===== src/rtl/sync_fifo_pkg.sv =====
// Shared constants and helpers for the sync_fifo_ctrl FIFO.
// Default sizes, pointer wrap and count-width helpers.
package sync_fifo_pkg;

    localparam int unsigned DefDataWidth = 8;
    localparam int unsigned DefDepth     = 16;

    // Count of a default-sized FIFO; one bit wider than the pointer to hold DEPTH.
    typedef logic [$clog2(DefDepth):0] def_count_t;

    function automatic int unsigned ptr_inc(input int unsigned ptr, input int unsigned depth);
        return (ptr == depth - 1) ? 0 : ptr + 1;
    endfunction

    function automatic int unsigned cnt_width(input int unsigned depth);
        return $clog2(depth) + 1;
    endfunction

endpackage


===== src/rtl/sync_fifo_mem.sv =====
// Simple dual-port register array for sync_fifo_ctrl: one write port and an
// asynchronous read address. Contents are intentionally not reset.
module sync_fifo_mem #(
    parameter int unsigned DATA_WIDTH = 8,
    parameter int unsigned DEPTH      = 16,
    localparam int unsigned AW        = $clog2(DEPTH)
) (
    input  logic                  clk,
    input  logic                  i_we,
    input  logic [AW-1:0]         i_waddr,
    input  logic [DATA_WIDTH-1:0] i_wdata,
    input  logic [AW-1:0]         i_raddr,
    output logic [DATA_WIDTH-1:0] o_rdata
);

    logic [DATA_WIDTH-1:0] r_mem [DEPTH];

    always_ff @(posedge clk) begin
        if (i_we) begin
            r_mem[i_waddr] <= i_wdata;
        end
    end

    assign o_rdata = r_mem[i_raddr];

endmodule


===== src/rtl/sync_fifo_ctrl.sv =====
// Single-clock FIFO with occupancy count, almost-full/empty flags and error pulses.
// Define SYNC_FIFO_FWFT_EN for first-word-fall-through reads via a head register.
module sync_fifo_ctrl
    import sync_fifo_pkg::*;
#(
    parameter int unsigned DATA_WIDTH = DefDataWidth,
    parameter int unsigned DEPTH      = DefDepth,
    parameter int unsigned AF_THRESH  = DEPTH - 2,
    parameter int unsigned AE_THRESH  = 2,
    localparam int unsigned AW        = $clog2(DEPTH),
    localparam int unsigned CW        = cnt_width(DEPTH)
) (
    input  logic                  clk,
    input  logic                  rst,
    input  logic                  w_en,
    input  logic                  r_en,
    input  logic [DATA_WIDTH-1:0] data_in,
    output logic [DATA_WIDTH-1:0] data_out,
    output logic                  full,
    output logic                  empty,
    output logic                  almost_full,
    output logic                  almost_empty,
    output logic [CW-1:0]         count,
    output logic                  overflow,
    output logic                  underflow
);

    localparam logic [CW-1:0] LP_DEPTH = CW'(DEPTH);
    localparam logic [CW-1:0] LP_AF    = CW'(AF_THRESH);
    localparam logic [CW-1:0] LP_AE    = CW'(AE_THRESH);

    if (AE_THRESH >= AF_THRESH) begin : g_bad_thresh
        $error("sync_fifo_ctrl: AE_THRESH must be below AF_THRESH");
    end
    if ((DEPTH < 4) || ((DEPTH & (DEPTH - 1)) != 0)) begin : g_bad_depth
        $error("sync_fifo_ctrl: DEPTH must be a power of two, at least 4");
    end

    logic                  w_wr_acc;
    logic                  w_rd_acc;
    logic                  w_pop;
    logic                  w_empty_d;
    logic [CW-1:0]         w_count_d;
    logic [DATA_WIDTH-1:0] w_rdata;

    logic [AW-1:0]         r_wr_ptr;
    logic [AW-1:0]         r_rd_ptr;
    logic [CW-1:0]         r_count;
    logic [DATA_WIDTH-1:0] r_dout;
    logic                  r_full;
    logic                  r_empty;
    logic                  r_af;
    logic                  r_ae;
    logic                  r_ovf;
    logic                  r_udf;

    assign w_wr_acc = w_en && !r_full;
    assign w_rd_acc = r_en && !r_empty;

    always_comb begin
        w_count_d = r_count;
        if (w_wr_acc && !w_rd_acc) begin
            w_count_d = r_count + CW'(1);
        end else if (!w_wr_acc && w_rd_acc) begin
            w_count_d = r_count - CW'(1);
        end
    end

`ifdef SYNC_FIFO_FWFT_EN
    // r_mcnt tracks words still in the array; the head register holds one more.
    logic [CW-1:0] r_mcnt;
    logic [CW-1:0] w_mcnt_d;
    logic          r_hvld;
    logic          w_hvld_d;

    assign w_pop = (!r_hvld || w_rd_acc) && (r_mcnt != '0);

    always_comb begin
        w_mcnt_d = r_mcnt;
        if (w_wr_acc && !w_pop) begin
            w_mcnt_d = r_mcnt + CW'(1);
        end else if (!w_wr_acc && w_pop) begin
            w_mcnt_d = r_mcnt - CW'(1);
        end
        w_hvld_d = r_hvld;
        if (w_pop) begin
            w_hvld_d = 1'b1;
        end else if (w_rd_acc) begin
            w_hvld_d = 1'b0;
        end
    end

    assign w_empty_d = !w_hvld_d;

    always_ff @(posedge clk or negedge rst) begin
        if (!rst) begin
            r_mcnt <= '0;
            r_hvld <= 1'b0;
        end else begin
            r_mcnt <= w_mcnt_d;
            r_hvld <= w_hvld_d;
        end
    end
`else
    assign w_pop     = w_rd_acc;
    assign w_empty_d = (w_count_d == '0);
`endif

    sync_fifo_mem #(
        .DATA_WIDTH (DATA_WIDTH),
        .DEPTH      (DEPTH)
    ) u_mem (
        .clk     (clk),
        .i_we    (w_wr_acc),
        .i_waddr (r_wr_ptr),
        .i_wdata (data_in),
        .i_raddr (r_rd_ptr),
        .o_rdata (w_rdata)
    );

    // Flags are computed from next-state count so they line up with count each cycle.
    always_ff @(posedge clk or negedge rst) begin
        if (!rst) begin
            r_wr_ptr <= '0;
            r_rd_ptr <= '0;
            r_count  <= '0;
            r_dout   <= '0;
            r_full   <= 1'b0;
            r_empty  <= 1'b1;
            r_af     <= 1'b0;
            r_ae     <= 1'b1;
            r_ovf    <= 1'b0;
            r_udf    <= 1'b0;
        end else begin
            if (w_wr_acc) begin
                r_wr_ptr <= AW'(ptr_inc(32'(r_wr_ptr), DEPTH));
            end
            if (w_pop) begin
                r_rd_ptr <= AW'(ptr_inc(32'(r_rd_ptr), DEPTH));
                r_dout   <= w_rdata;
            end
            r_count <= w_count_d;
            r_full  <= (w_count_d == LP_DEPTH);
            r_empty <= w_empty_d;
            r_af    <= (w_count_d >= LP_AF);
            r_ae    <= (w_count_d <= LP_AE);
            r_ovf   <= w_en && r_full;
            r_udf   <= r_en && r_empty;
        end
    end

    assign data_out     = r_dout;
    assign full         = r_full;
    assign empty        = r_empty;
    assign almost_full  = r_af;
    assign almost_empty = r_ae;
    assign count        = r_count;
    assign overflow     = r_ovf;
    assign underflow    = r_udf;

endmodule


===== config.mk =====
export PLATFORM = sky130hd
export DESIGN_NAME = sync_fifo_ctrl
export DESIGN_NICKNAME = d
export VERILOG_FILES = /design/src/rtl/sync_fifo_pkg.sv /design/src/rtl/sync_fifo_mem.sv /design/src/rtl/sync_fifo_ctrl.sv
export SDC_FILE = /design/constraint.sdc
export NUM_CORES = 1
export LEC_CHECK = 0
export BUFFER_PORTS_ARGS = -buffer_cell sky130_fd_sc_hd__buf_2
export CORE_MARGIN = 2
export CORE_UTILIZATION = 57
export CTS_BUF_LIST = sky130_fd_sc_hd__clkbuf_2 sky130_fd_sc_hd__clkbuf_4 sky130_fd_sc_hd__clkbuf_8
export DETAILED_ROUTE_END_ITERATION = 12
export GPL_TIMING_DRIVEN = 0
export PLACE_DENSITY_LB_ADDON = 0.12
export SLEW_MARGIN = 40
export SYNTH_ARGS = -nofsm -noshare
export SYNTH_HDL_FRONTEND = slang
export SYNTH_SLANG_ARGS = --single-unit

===== constraint.sdc =====
create_clock -name clk -period 2 [get_ports clk]
set_clock_uncertainty 0.15 [all_clocks]
set_input_delay 0.3 -clock clk [delete_from_list [all_inputs] [get_ports clk]]
set_output_delay 0.3 -clock clk [all_outputs]
set_load 0.05 [all_outputs]

==> flow_summary.toml <==
[min_path]
holdPathStages = 1
hp-class = "input pin to register"

[worst_setup_path]
r2r_cells = 6
arrival_ns = 2.28
worst-path-max-fanout = 6
crit_slowest_cell = "mux4_2"
worstPathCellList = "buf_6, buf_12, mux4_2, mux2i_1, nor2_1, o32a_1"
cp_slowest_stage_delay_ns = 0.55
crit_type = "register to register"
crit_required_ns = 2.17
critPathLaunchType = "register"
end_kind = "register"

[cells_and_area]
final_common_cell = "edfxtp_1"
areaGrowthSynthToFinish_pct = 14.74
final_cell_mix = "edfxtp_1, buf_2, mux4_2, dfrtp_1, mux2i_1"
diodes = 0
nNetsFinal = 418
final_cells = 551
layout-drive-gt1-share_pct = 33.33

[routing]
vias = 3252
drc_errors = 0
finalWirelength_um = 12480
wl_per_cell_um = 22.66
postRouteAntennaNets = 0
drt_iter0_drc = 247
drtPass1Iterations = 5
vias_per_cell = 5.902

[clocking]
cts.root.buffer_cell = "clkbuf_8"
cts_buffers = 17
clkTransAtPathRegs_ns = 0.08
clk_latency_ns = 0.44
cts_tree = "yes"
clock-sinks = 155
htree_levels = 4
cts_buffer_depth = 2

[placement]
dp_cells = 512
port_buffers = 30
pre_cts_ws_ns = -0.3039
dp_hpwl_um = 7893
gp_congestion = 0.8309

[floorplanning]
dieWidth_um = 108.4
coreArea_um2 = 10750
start_util_pct = 57.81
die_y_um = 108.4
io_pins = 31
rows = 38
die-area_um2 = 11750

[grt]
first_global_vias = 3199
antenna_found_initial = 0
grt_overflow = 0
grt_use_total_pct = 22.71
grt_pass1_wl_um = 18470
grt_max_degree = 28

[timing]
slew_headroom_pct = 56.80
timing.final.crit_share_pct = 105.1
fmax_mhz = 475.8
rsz0062_at_grt = "yes"
fin_tns_setup_ns = -0.4483
tightest_slew_ns = 0.6479
setup_viol = 8
holdWs_ns = 0.09484
finalMaxSlewViolations = 0
fin_crit_ns = 2.102
worst_slack_ns = -0.1019
hold_violations = 0

[pwr]
p_per_area_nw_per_um2 = 1459
max-vdd-ir-drop_v = 0.0007869
p_total_mw = 10.40
leakagePower_nw = 2.515

[synth]
syn_area_um2 = 6212
synth_cell_types = 43
yosysWarnings = 0
yosysTopAreaCell = "edfxtp_1"
synth_cells = 342
synth-seq-cells = 155
ys_top_cells_by_area = "edfxtp_1, dfrtp_1, mux4_2"
ys_dominant_reg_cell = "edfxtp_1"
synth_top_area_share_pct = 61.87
synth_enable_flop_cells = 128
syn_area_per_cell_um2 = 18.16
synth_nets = 361
async_flop_share_pct = 17.42
ys_seq_area_share_pct = 72.79

[outcome]
status = "finished, violations left"
violations = "negative setup slack"

[job]
drv_cap = 0
layout make-up:
cell class	count	area (um^2)
sequential	155	4522
fill	786	3617
multi-input combinational	167	1685
timing repair buffer	39	252.7
clock buffer	18	241.5
tap	140	175.2
clock inverter	13	128.9
buffer	14	103.9
inverter	5	18.77
report_power, final:
part | total (mW) | internal, mW | switching, mW
Combinational | 3.91 | 1.58 | 2.33
Clock | 2.21 | 1.10 | 1.11
Sequential | 4.28 | 4.00 | 0.282
metrics by stage:
stage / area [um^2] / utilization (%)
floorplan: 6233 / -
CTS: 7057 / 65.67
global placement: 6559 / 61.04
global route: 7128 / 66.34
finish: 7128 / 66.34
detailed placement: 6559 / 61.04
synth_stat cells (all sizes together), types with 2 or more instances:
master	number
buf	9
nor3	3
nor2	14
edfxtp	128
nand2	13
mux4	25
o32a	7
o21ai	5
a21oi	3
and2	18
clkbuf	6
ha	7
nor2b	9
o221ai	7
dfrtp	25
nand2b	3
xnor2	5
nor4	2
inv	5
mux2i	22
nand3	7
dfstp	2
and3	2
critical path: cells and delay by family (launching register included):
kind / cells / cell delay (ns)
compound gates: 1 / 0.33
buf+inv: 2 / 0.31
flops: 1 / 0.37
mux: 2 / 0.74
simple gates: 1 / 0.09
kinds of logic (layout without fill, tap and decap cells):
group / after synthesis / after routing / synth area share, %
AO/OA/AOI/OAI: 32 / 32 / 4.089
XOR/XNOR: 6 / 6 / 0.8459
adder cells (fa/ha/maj): 7 / 7 / 1.410
buffers and inverters: 20 / 89 / 1.873
flip-flops: 155 / 155 / 72.79
multiplexers: 48 / 48 / 12.79
AND/OR/NAND/NOR: 74 / 74 / 6.203
final timing paths:
kind | startpoint | slack [ns] | endpoint
max | r_rd_ptr[0] | -0.10 | data_out[6]
min | data_in[1] | 0.09 | u_mem.r_mem[11][1]
max reg2reg | r_rd_ptr[0] | -0.10 | data_out[6]
min reg2reg | data_out[2] | 0.36 | data_out[2]
max in group asynchronous | rst | 1.00 | r_wr_ptr[1]
min in group asynchronous | rst | 0.28 | data_out[3]
state kept, by name, indices dropped and copies added (netlist names):
register      flops
u_mem.r_mem     128
data_out          8
count             5
r_rd_ptr          4
r_wr_ptr          4
almost_empty      1
almost_full       1
empty             1
full              1
overflow          1
underflow         1
per-layer routing:
metal	GRT usage, %	up-vias	share of wire, %
met3	5.425	13	5.1
met5	0	-	0
met1	33.40	1689	45
met2	34.01	86	49
li1	-	1464	-
met4	7.509	0	0.91
timing repair:
| item | 4_1_cts | 5_1_grt |
|---|---|---|
| hold endpoints to repair | 27 | 0 |
| hold buffers | 3 | 0 |
| pin swaps | 1 | 9 |
| setup endpoints to repair | 63 | 105 |
| setup buffers | 4 | 1 |
| cloned | 1 | 0 |
| gates resized for setup | 20 | 21 |
(Power assumes the default switching activity.)
